$ cat src/rtl/uvmt_cv32e40s_obi_rchk_gen_if.sv
// OBI address and response signals seen by the rchk generator.
// The master side is the memory agent; the slave side is the generator.
interface uvmt_cv32e40s_obi_rchk_gen_if;
    logic        req_i;
    logic        gnt_i;
    logic [31:0] addr_i;
    logic        dbg_i;
    logic        rvalid_i;
    logic [31:0] rdata_i;
    logic        err_i;
    logic [4:0]  rchk_i;
    logic [4:0]  rchk_o;

    modport master (
        output req_i, gnt_i, addr_i, dbg_i, rvalid_i, rdata_i, err_i, rchk_i,
        input  rchk_o
    );

    modport slave (
        input  req_i, gnt_i, addr_i, dbg_i, rvalid_i, rdata_i, err_i, rchk_i,
        output rchk_o
    );
endinterface

$ cat src/rtl/uvmt_cv32e40s_obi_rchk_gen.sv
// OBI response-integrity (rchk) generator.
// Records an integrity class for every granted request in a circular FIFO.
// Drives rchk for each response from that class, the response data and the
// selected mode. Supports single-bit fault injection and sticky
// overflow/underflow flags.
module uvmt_cv32e40s_obi_rchk_gen #(
    parameter int                           MAX_OUTSTANDING  = 4,
    parameter int                           NUM_REGIONS      = 2,
    parameter logic [NUM_REGIONS-1:0][31:0] REGION_BASE      = {NUM_REGIONS{32'h0}},
    parameter logic [NUM_REGIONS-1:0][31:0] REGION_MASK      = {NUM_REGIONS{32'h0}},
    parameter bit                           DBG_IS_INTEGRITY = 1'b1,
    localparam int                          CNT_W            = $clog2(MAX_OUTSTANDING + 1)
) (
    input  logic                        clk,
    input  logic                        rst,
    uvmt_cv32e40s_obi_rchk_gen_if.slave obi,
    input  logic [1:0]                  mode_i,
    input  logic [15:0]                 corrupt_idx_i,
    input  logic [2:0]                  corrupt_bit_i,
    output logic [CNT_W-1:0]            outstanding_o,
    output logic                        overflow_o,
    output logic                        underflow_o,
    output logic                        corrupted_o
);

    localparam int               PTR_W    = (MAX_OUTSTANDING > 1) ? $clog2(MAX_OUTSTANDING) : 1;
    localparam logic [CNT_W-1:0] FULL_CNT = CNT_W'(MAX_OUTSTANDING);
    localparam logic [PTR_W-1:0] LAST_PTR = PTR_W'(MAX_OUTSTANDING - 1);

    typedef enum logic [1:0] {
        MODE_PASS          = 2'd0,
        MODE_GEN_ALL       = 2'd1,
        MODE_GEN_INTEGRITY = 2'd2,
        MODE_CORRUPT       = 2'd3
    } mode_e;

    logic             fifo_mem [MAX_OUTSTANDING];
    logic [PTR_W-1:0] wr_ptr;
    logic [PTR_W-1:0] rd_ptr;
    logic [CNT_W-1:0] occupancy;
    logic [15:0]      resp_cnt;

    mode_e            mode;
    logic             push, pop, full, empty, push_ok, pop_ok;
    logic             new_integ, head_integ, idx_hit;
    logic [4:0]       gen, flip_mask;
    logic [2:0]       bit_sel;

    function automatic logic [PTR_W-1:0] ptr_inc(input logic [PTR_W-1:0] p);
        return (p == LAST_PTR) ? '0 : p + PTR_W'(1);
    endfunction

    assign mode       = mode_e'(mode_i);
    assign push       = obi.req_i & obi.gnt_i;
    assign pop        = obi.rvalid_i;
    assign full       = (occupancy == FULL_CNT);
    assign empty      = (occupancy == '0);
    // A full FIFO still accepts a push when the head leaves in the same cycle.
    assign push_ok    = push & (~full | pop);
    assign pop_ok     = pop & ~empty;
    // An underflowing response has no entry to consult and is non-integrity.
    assign head_integ = empty ? 1'b0 : fifo_mem[rd_ptr];

    assign bit_sel    = (corrupt_bit_i >= 3'd5) ? 3'd0 : corrupt_bit_i;
    assign flip_mask  = 5'b00001 << bit_sel;
    assign idx_hit    = (resp_cnt == corrupt_idx_i);

    assign outstanding_o = occupancy;

    // Classify the requested address: debug access or any region hit.
    always_comb begin
        // NOTE: assign every always_comb output first so no path leaves it unassigned (a latch).
        new_integ = obi.dbg_i & DBG_IS_INTEGRITY;
        for (int k = 0; k < NUM_REGIONS; k++) begin
            if ((obi.addr_i & REGION_MASK[k]) == REGION_BASE[k]) begin
                new_integ = 1'b1;
            end
        end
    end

    // Per-byte parity of the response data plus the error bit.
    always_comb begin
        gen = '0;
        for (int i = 0; i < 4; i++) begin
            gen[i] = ^obi.rdata_i[8*i +: 8];
        end
        gen[4] = obi.err_i;
    end

    // Select the rchk value for the current response; quiet outside responses and in reset.
    always_comb begin
        obi.rchk_o  = '0;
        corrupted_o = 1'b0;
        if (!rst && obi.rvalid_i) begin
            case (mode)
                MODE_PASS:          obi.rchk_o = obi.rchk_i;
                MODE_GEN_ALL:       obi.rchk_o = gen;
                MODE_GEN_INTEGRITY: obi.rchk_o = head_integ ? gen : obi.rchk_i;
                MODE_CORRUPT: begin
                    obi.rchk_o  = idx_hit ? (gen ^ flip_mask) : gen;
                    corrupted_o = idx_hit;
                end
            endcase
        end
    end

    // Pointers, occupancy, response counter and sticky flags.
    always_ff @(posedge clk) begin
        // NOTE: non-blocking assignments so every register samples pre-edge values.
        if (rst) begin
            wr_ptr      <= '0;
            rd_ptr      <= '0;
            occupancy   <= '0;
            resp_cnt    <= '0;
            overflow_o  <= 1'b0;
            underflow_o <= 1'b0;
        end else begin
            if (push_ok) wr_ptr <= ptr_inc(wr_ptr);
            if (pop_ok)  rd_ptr <= ptr_inc(rd_ptr);
            case ({push_ok, pop_ok})
                2'b10:   occupancy <= occupancy + CNT_W'(1);
                2'b01:   occupancy <= occupancy - CNT_W'(1);
                default: occupancy <= occupancy;
            endcase
            if (pop)                  resp_cnt    <= resp_cnt + 16'd1;
            if (push && full && !pop) overflow_o  <= 1'b1;
            if (pop && empty)         underflow_o <= 1'b1;
        end
    end

    // Entry storage; validity is tracked by the pointers and occupancy alone.
    always_ff @(posedge clk) begin
        // NOTE: the entries are deliberately not reset; stale data is never read while empty.
        if (!rst && push_ok) begin
            fifo_mem[wr_ptr] <= new_integ;
        end
    end

endmodule

$ cat src/flat_wrapper.sv
// flat-port wrapper written by rule: the top's interface ports become plain ports
module uvmt_cv32e40s_obi_rchk_gen_flat 
#(
    parameter int                           MAX_OUTSTANDING  = 4,
    parameter int                           NUM_REGIONS      = 2,
    parameter logic [NUM_REGIONS-1:0][31:0] REGION_BASE      = {NUM_REGIONS{32'h0}},
    parameter logic [NUM_REGIONS-1:0][31:0] REGION_MASK      = {NUM_REGIONS{32'h0}},
    parameter bit                           DBG_IS_INTEGRITY = 1'b1,
    localparam int                          CNT_W            = $clog2(MAX_OUTSTANDING + 1)
)
  (clk, rst, mode_i, corrupt_idx_i, corrupt_bit_i, outstanding_o, overflow_o, underflow_o, corrupted_o, obi_req_i, obi_gnt_i, obi_addr_i, obi_dbg_i, obi_rvalid_i, obi_rdata_i, obi_err_i, obi_rchk_i, obi_rchk_o);
  uvmt_cv32e40s_obi_rchk_gen_if obi_i ();
  input  logic clk;
  input  logic rst;
  input  logic [1:0] mode_i;
  input  logic [15:0] corrupt_idx_i;
  input  logic [2:0] corrupt_bit_i;
  output logic [CNT_W-1:0] outstanding_o;
  output logic overflow_o;
  output logic underflow_o;
  output logic corrupted_o;
  input wire logic [$bits(obi_i.req_i)-1:0] obi_req_i;
  input wire logic [$bits(obi_i.gnt_i)-1:0] obi_gnt_i;
  input wire logic [$bits(obi_i.addr_i)-1:0] obi_addr_i;
  input wire logic [$bits(obi_i.dbg_i)-1:0] obi_dbg_i;
  input wire logic [$bits(obi_i.rvalid_i)-1:0] obi_rvalid_i;
  input wire logic [$bits(obi_i.rdata_i)-1:0] obi_rdata_i;
  input wire logic [$bits(obi_i.err_i)-1:0] obi_err_i;
  input wire logic [$bits(obi_i.rchk_i)-1:0] obi_rchk_i;
  output wire logic [$bits(obi_i.rchk_o)-1:0] obi_rchk_o;
  assign obi_i.req_i = obi_req_i;
  assign obi_i.gnt_i = obi_gnt_i;
  assign obi_i.addr_i = obi_addr_i;
  assign obi_i.dbg_i = obi_dbg_i;
  assign obi_i.rvalid_i = obi_rvalid_i;
  assign obi_i.rdata_i = obi_rdata_i;
  assign obi_i.err_i = obi_err_i;
  assign obi_i.rchk_i = obi_rchk_i;
  assign obi_rchk_o = obi_i.rchk_o;
  uvmt_cv32e40s_obi_rchk_gen #(.MAX_OUTSTANDING(MAX_OUTSTANDING), .NUM_REGIONS(NUM_REGIONS), .REGION_BASE(REGION_BASE), .REGION_MASK(REGION_MASK), .DBG_IS_INTEGRITY(DBG_IS_INTEGRITY)) u_core (.clk(clk), .rst(rst), .obi(obi_i), .mode_i(mode_i), .corrupt_idx_i(corrupt_idx_i), .corrupt_bit_i(corrupt_bit_i), .outstanding_o(outstanding_o), .overflow_o(overflow_o), .underflow_o(underflow_o), .corrupted_o(corrupted_o));
endmodule
$ cat config.mk
export PLATFORM = sky130hd
export DESIGN_NAME = uvmt_cv32e40s_obi_rchk_gen_flat
export DESIGN_NICKNAME = d
export VERILOG_FILES = /design/src/rtl/uvmt_cv32e40s_obi_rchk_gen_if.sv /design/src/rtl/uvmt_cv32e40s_obi_rchk_gen.sv /design/src/flat_wrapper.sv
export SDC_FILE = /design/constraint.sdc
export NUM_CORES = 1
export LEC_CHECK = 0
export CAP_MARGIN = 20
export CORE_ASPECT_RATIO = 1.75
export CORE_MARGIN = 1.5
export CORE_UTILIZATION = 25
export DETAILED_ROUTE_END_ITERATION = 10
export DONT_BUFFER_PORTS = 1
export PLACE_DENSITY = 0.41
export SLEW_MARGIN = 20
export SYNTH_ARGS = -nofsm -noshare
export SYNTH_HDL_FRONTEND = slang
export SYNTH_SLANG_ARGS = --single-unit
$ cat constraint.sdc
create_clock -name clk -period 2.28 [get_ports clk]
set_input_delay 0.456 -clock clk [delete_from_list [all_inputs] [get_ports clk]]
set_output_delay 0.456 -clock clk [all_outputs]
set_load 0.01 [all_outputs]
; Yosys cells after proc, flatten, opt, wreduce, memory -nomap -nowiden
; Cells that the tools add are included.
[totals]
reg_bits = 21
inputBits = 97
[classes]
add_sub_neg = 3
n_lt_le_gt_ge = 1
eq_ne = 7
shifts = 1
muxes = 9
bitwise_logic = 7
reduce_logical = 13
[ops]
columns = cell, count
row1 = $reduce_xor A8 Y1, 4
row2 = $pmux W5 S4, 1
row3 = $add A16 B1 Y16 const B, 1
row4 = $eq A16 B16 Y1, 1
row5 = $mux W5, 3
row6 = $eq A2 B2 Y1 const B, 3
row7 = $pmux W3 S2, 1
row8 = $shl A1 B3 Y5 const A, 1
row9 = $xor A5 B5 Y5, 1
row10 = $eq A2 B1 Y1 const B, 2
row11 = $logic_and A1 B1 Y1, 4
row12 = $add A3 B1 Y3 const B, 1
row13 = $and A1 B1 Y1, 3
row14 = $eq A3 B3 Y1 const B, 1
row15 = $ge A3 B3 Y1 const B, 1
row16 = $logic_not A3 Y1, 1
row17 = $mux W1, 3
row18 = $mux W3, 1
row19 = $sub A3 B1 Y3 const B, 1
row20 = $logic_not A1 Y1, 2
row21 = $logic_not A2 Y1, 1
row22 = $not A1 Y1, 2
row23 = $reduce_bool A2 Y1, 1
row24 = $or A1 B1 Y1, 1

; Depth between registers and ports, before layout
; Gate-level depths: netlist of run 1.
[logic_depth]
ltp_word = 7
mapped_depth = 9
ltp_nobuf = 9

; Least setup slack after synthesis of run 1
; No wires, ideal clock.
[synth_path]
kind = input to output
start = input corrupt_idx_i[9]
end = output obi_rchk_o[1]
arrival_time_ns = 1.756
required_time_ns = 1.824
slack_ns = 0.068
cell_stages = 6
cell_sequence = xor2_1 > nor4_1 > nand4_1 > nor4b_1 > mux2i_1 > a21oi_1
[synth_via]
elab_chain_cells = 4
[synth_rtl]
columns = item, line
row1 = start: declaration, flat_wrapper.sv:16  ; input logic [15:0] corrupt_idx_i;
row2 = $eq A16 B16 Y1, uvmt_cv32e40s_obi_rchk_gen.sv:66  ; assign idx_hit = (resp_cnt == corrupt_idx_i);
row3 = $mux W5, uvmt_cv32e40s_obi_rchk_gen.sv:100  ; obi.rchk_o = idx_hit ? (gen ^ flip_mask) : gen;
row4 = $pmux W5 S4, uvmt_cv32e40s_obi_rchk_gen.sv:95  ; case (mode)
row5 = $mux W5, uvmt_cv32e40s_obi_rchk_gen.sv:94  ; if (!rst && obi.rvalid_i) begin
row6 = end: declaration, flat_wrapper.sv:30  ; output wire logic [$bits(obi_i.rchk_o)-1:0] obi_rchk_o;
; No other way between the ends.

; Final worst setup path of run 1
[layout_path]
start = register u_core.resp_cnt[4]
end = output obi_rchk_o[3]
[layout_via]
elab_chain_cells = 4
[layout_rtl]
columns = item, line
row1 = start: declaration, uvmt_cv32e40s_obi_rchk_gen.sv:41  ; logic [15:0] resp_cnt;
row2 = start signal: assignment, uvmt_cv32e40s_obi_rchk_gen.sv:125  ; if (pop) resp_cnt <= resp_cnt + 16'd1;
row3 = $eq A16 B16 Y1, uvmt_cv32e40s_obi_rchk_gen.sv:66
row4 = $mux W5, uvmt_cv32e40s_obi_rchk_gen.sv:100
row5 = $pmux W5 S4, uvmt_cv32e40s_obi_rchk_gen.sv:95
row6 = $mux W5, uvmt_cv32e40s_obi_rchk_gen.sv:94
; No other way between the ends.

==> results of run 1 <==
## cell families (layout without fill, tap and decap cells)
| kind of cell | Yosys count | after routing | synth area share |
|---|---|---|---|
| fa+ha+maj | 3 | 3 | 0.0269 |
| mux | 6 | 6 | 0.0359 |
| simple gates | 78 | 78 | 0.224 |
| compound gates | 35 | 35 | 0.117 |
| flops | 21 | 21 | 0.251 |
| buf+inv | 11 | 29 | 0.0359 |
| xor+xnor | 59 | 59 | 0.309 |
## final cells by class
type | instances | share of cell area
timing repair buffer | 20 | 0.0770
sequential | 21 | 0.210
tap | 82 | 0.0501
clock inverter | 1 | 0.00244
multi-input combinational | 181 | 0.615
inverter | 5 | 0.00916
clock buffer | 3 | 0.0367
## worst register-to-register path: cells and delay by family (launching register included)
family | cells | cell delay, ns
AOI/OAI and AO/OA | 1 | 0.14
xor gates and xnor gates | 1 | 0.15
adders and majority gates | 2 | 0.57
buffers and inverters | 1 | 0.07
DFF | 1 | 0.46
and+or+nand+nor | 3 | 0.64
## where the power goes
group	switching, W	total (W)	internal, W
clock network	0.000141	0.000376	0.000236
registers	0.0000463	0.000442	0.000395
logic	0.000241	0.000454	0.000212
## timing repair
item	4_1_cts	5_1_grt
setup buffers	3	0
endpoints found under the setup margin	5	5
pin swaps	12	7
resized for setup	20	3
## cell usage in the layout (no fill, tap or decap), drive strengths merged, types with 2 or more instances in the layout
master	instances
a21oi	20
buf	20
clkbuf	3
nand2	14
dfxtp	21
mux2i	6
or3	5
xnor2	32
and3	7
nor4b	2
nand3	7
ha	2
inv	5
o21ai	8
nand4	4
o31ai	4
nor2	30
nor3	2
nor4	4
xor2	27
## worst min-delay path by stage
stage / to / cells after the start / from
after CTS: u_core.resp_cnt[13]$_SDFFE_PP0P_ / 1 / rst
after global placement: u_core.resp_cnt[15]$_SDFFE_PP0P_ / 2 / u_core.resp_cnt[15]$_SDFFE_PP0P_
after global routing: u_core.resp_cnt[13]$_SDFFE_PP0P_ / 1 / rst
after detailed placement: u_core.resp_cnt[15]$_SDFFE_PP0P_ / 2 / u_core.resp_cnt[15]$_SDFFE_PP0P_
final: u_core.resp_cnt[13]$_SDFFE_PP0P_ / 1 / rst
after floorplan: u_core.resp_cnt[15]$_SDFFE_PP0P_ / 2 / u_core.resp_cnt[15]$_SDFFE_PP0P_
## registers in the layout, summed over array words and instances (netlist names)
signal                cells
u_core.resp_cnt          16
u_core.outstanding_o      3
u_core.underflow_o        1
u_core.overflow_o         1
## per-stage QoR
stage | area (um2) | hold WS (ns) | util
after floorplan | 1670 | 0.470 | -
after global placement | 1870 | 0.494 | 0.288
after detailed placement | 1870 | 0.507 | 0.288
after CTS | 2040 | 0.252 | 0.314
after global routing | 2050 | 0.244 | 0.316
final | 2050 | 0.261 | 0.316
## routing by layer
layer | GRT usage | vias to the layer above
li1 | - | 759
met1 | 0.124 | 712
met2 | 0.240 | 56
met3 | 0.0365 | 4
met4 | 0.0383 | 0
met5 | 0 | -
==> qor.yml, run 1 <==
outcome: "finished with violations"
violations: "negative setup slack"
io_buffers: 0
die_w_um: 64.8
startpoint_type: "register"
synth_nets: 313
die_height_um: 111
dp_slack_ns: -0.309
period_share: 1.10
drive_gt1_frac: 0.190
clkSlewWorstSetupHoldPaths_ns: 0.06
dieArea_mm2: 0.00721
syn_area_mm2: 0.00167
yosys-top-cells-count: "32 x xnor2_1, 30 x nor2_1, 27 x xor2_1"
synth-async-reset-ratio: 0
critPathKind: "register to output pin"
wirelength_um: 4280
crit_chain: "xor2_1 > nor4_2 > nand4_1 > buf_6 > buf_6 > nor3_4 > mux2i_1 > a21oi_1 > buf_4"
drt-pass1-iter-count: 4
setup-violations-final: 5
htreeDepth: 1
numCtsBuffers: 3
fill_cells: 709
antenna_cells: 0
syn_inst: 213
grt_pass1_wl_um: 7030
crit_path_max_incr_delay_ns: 0.33
crit_fanout: 4
crit_cells: 9
final_antenna_net_count: 0
dp_cells: 307
critPathLaunch: "u_core.resp_cnt[4]$_SDFFE_PP0P_"
rsz0062_at_grt: "true"
drtIter0Drc: 32
yosys.area.top_type: "dfxtp_1"
p_leak_nw: 0.763
yosysMostFrequentCell: "xnor2_1"
yosysWarnings: 0
seqCellArea_um2: 429
fin_skew_ns: 0.00217
cts_tree: "built"
viasPerCell: 4.89
period_needed_ns: 2.51
cp_common_cell: "buf_6"
first_global_vias: 1518
ios: 108
finalMaxSlewViolations: 0
cp_data_required_time_ns: 1.82
yosys-top-cells-area: "dfxtp_1 25%, xnor2_1 17%, xor2_1 14%"
cp-end-kind: "output pin"
gp_congestion: 0.687
syn_to_final_growth_pct: 22.4
finalNetCount: 332
critPathArrivalTime_ns: 2.05
synthFlopType: "dfxtp_1"
hold_path.class: "primary input to register"
hold_violations: 0
rows: 39
yosys.area.top_type_share: 0.251
wl_met1_um: 1480
cts_sinks: 21
yosysSeqAreaShare: 0.251
dp_hpwl_um: 3470
core-area_mm2: 0.00649
cp.buffers_inverters: 3
multi_input_area_mm2: 0.00126
finalPower_w: 0.00127
hold_buffers: 0
irDropWorstVdd_uv: 241
setup_tns_ns: -0.636
drc: 0
timing.rr.start: "u_core.outstanding_o[0]$_SDFFE_PP0P_"
grt_remaining_overflow: 0
met3WireLength_um: 412
grt_antenna_before_repair: 0
clk_latency_ns: 0.26
maxCapViolCount: 0
r2r_slack_ns: 0.19
r2r_end: "u_core.outstanding_o[2]$_SDFFE_PP0P_"
ys_ff_latch: 21
dr_wl_met2_um: 2340
powerDensity_mw_per_mm2: 621
tightest_slew_ns: 0.452
start_util: 0.258
fin_cells: 313
slowest_stage: "dfxtp_2"
avgRoutedWirePerCell_um: 13.7
synth.distinct_cells: 30
cts_root_buf: "clkbuf_16"
routed-via-count: 1531
crit_family: "simple AND/OR/NAND/NOR gates"
max_clock_freq_mhz: 399
postSynthAreaPerCell_um2: 7.85
dr.max_layer_used: "met4"
grt_use_total: 0.125
clockBufferDepth: 2
setup_ws_ns: -0.227
r2r_cells: 8
cp-endpoint: "obi_rchk_o[3]"
slew_headroom: 0.698
grt_max_degree: 23
synth_edf_count: 0
Power figures use the tool's default switching activity.
==> inputs of run 2 (changes only) <==
--- a/config.mk
+++ b/config.mk
@@ -12,6 +12,7 @@
 export DETAILED_ROUTE_END_ITERATION = 10
 export DONT_BUFFER_PORTS = 1
 export PLACE_DENSITY = 0.41
+export SKIP_LAST_GASP = 1
 export SLEW_MARGIN = 20
 export SYNTH_ARGS = -nofsm -noshare
 export SYNTH_HDL_FRONTEND = slang
==> results of run 2 <==
Final layout, timing and power as in run 1 (identical DEF).
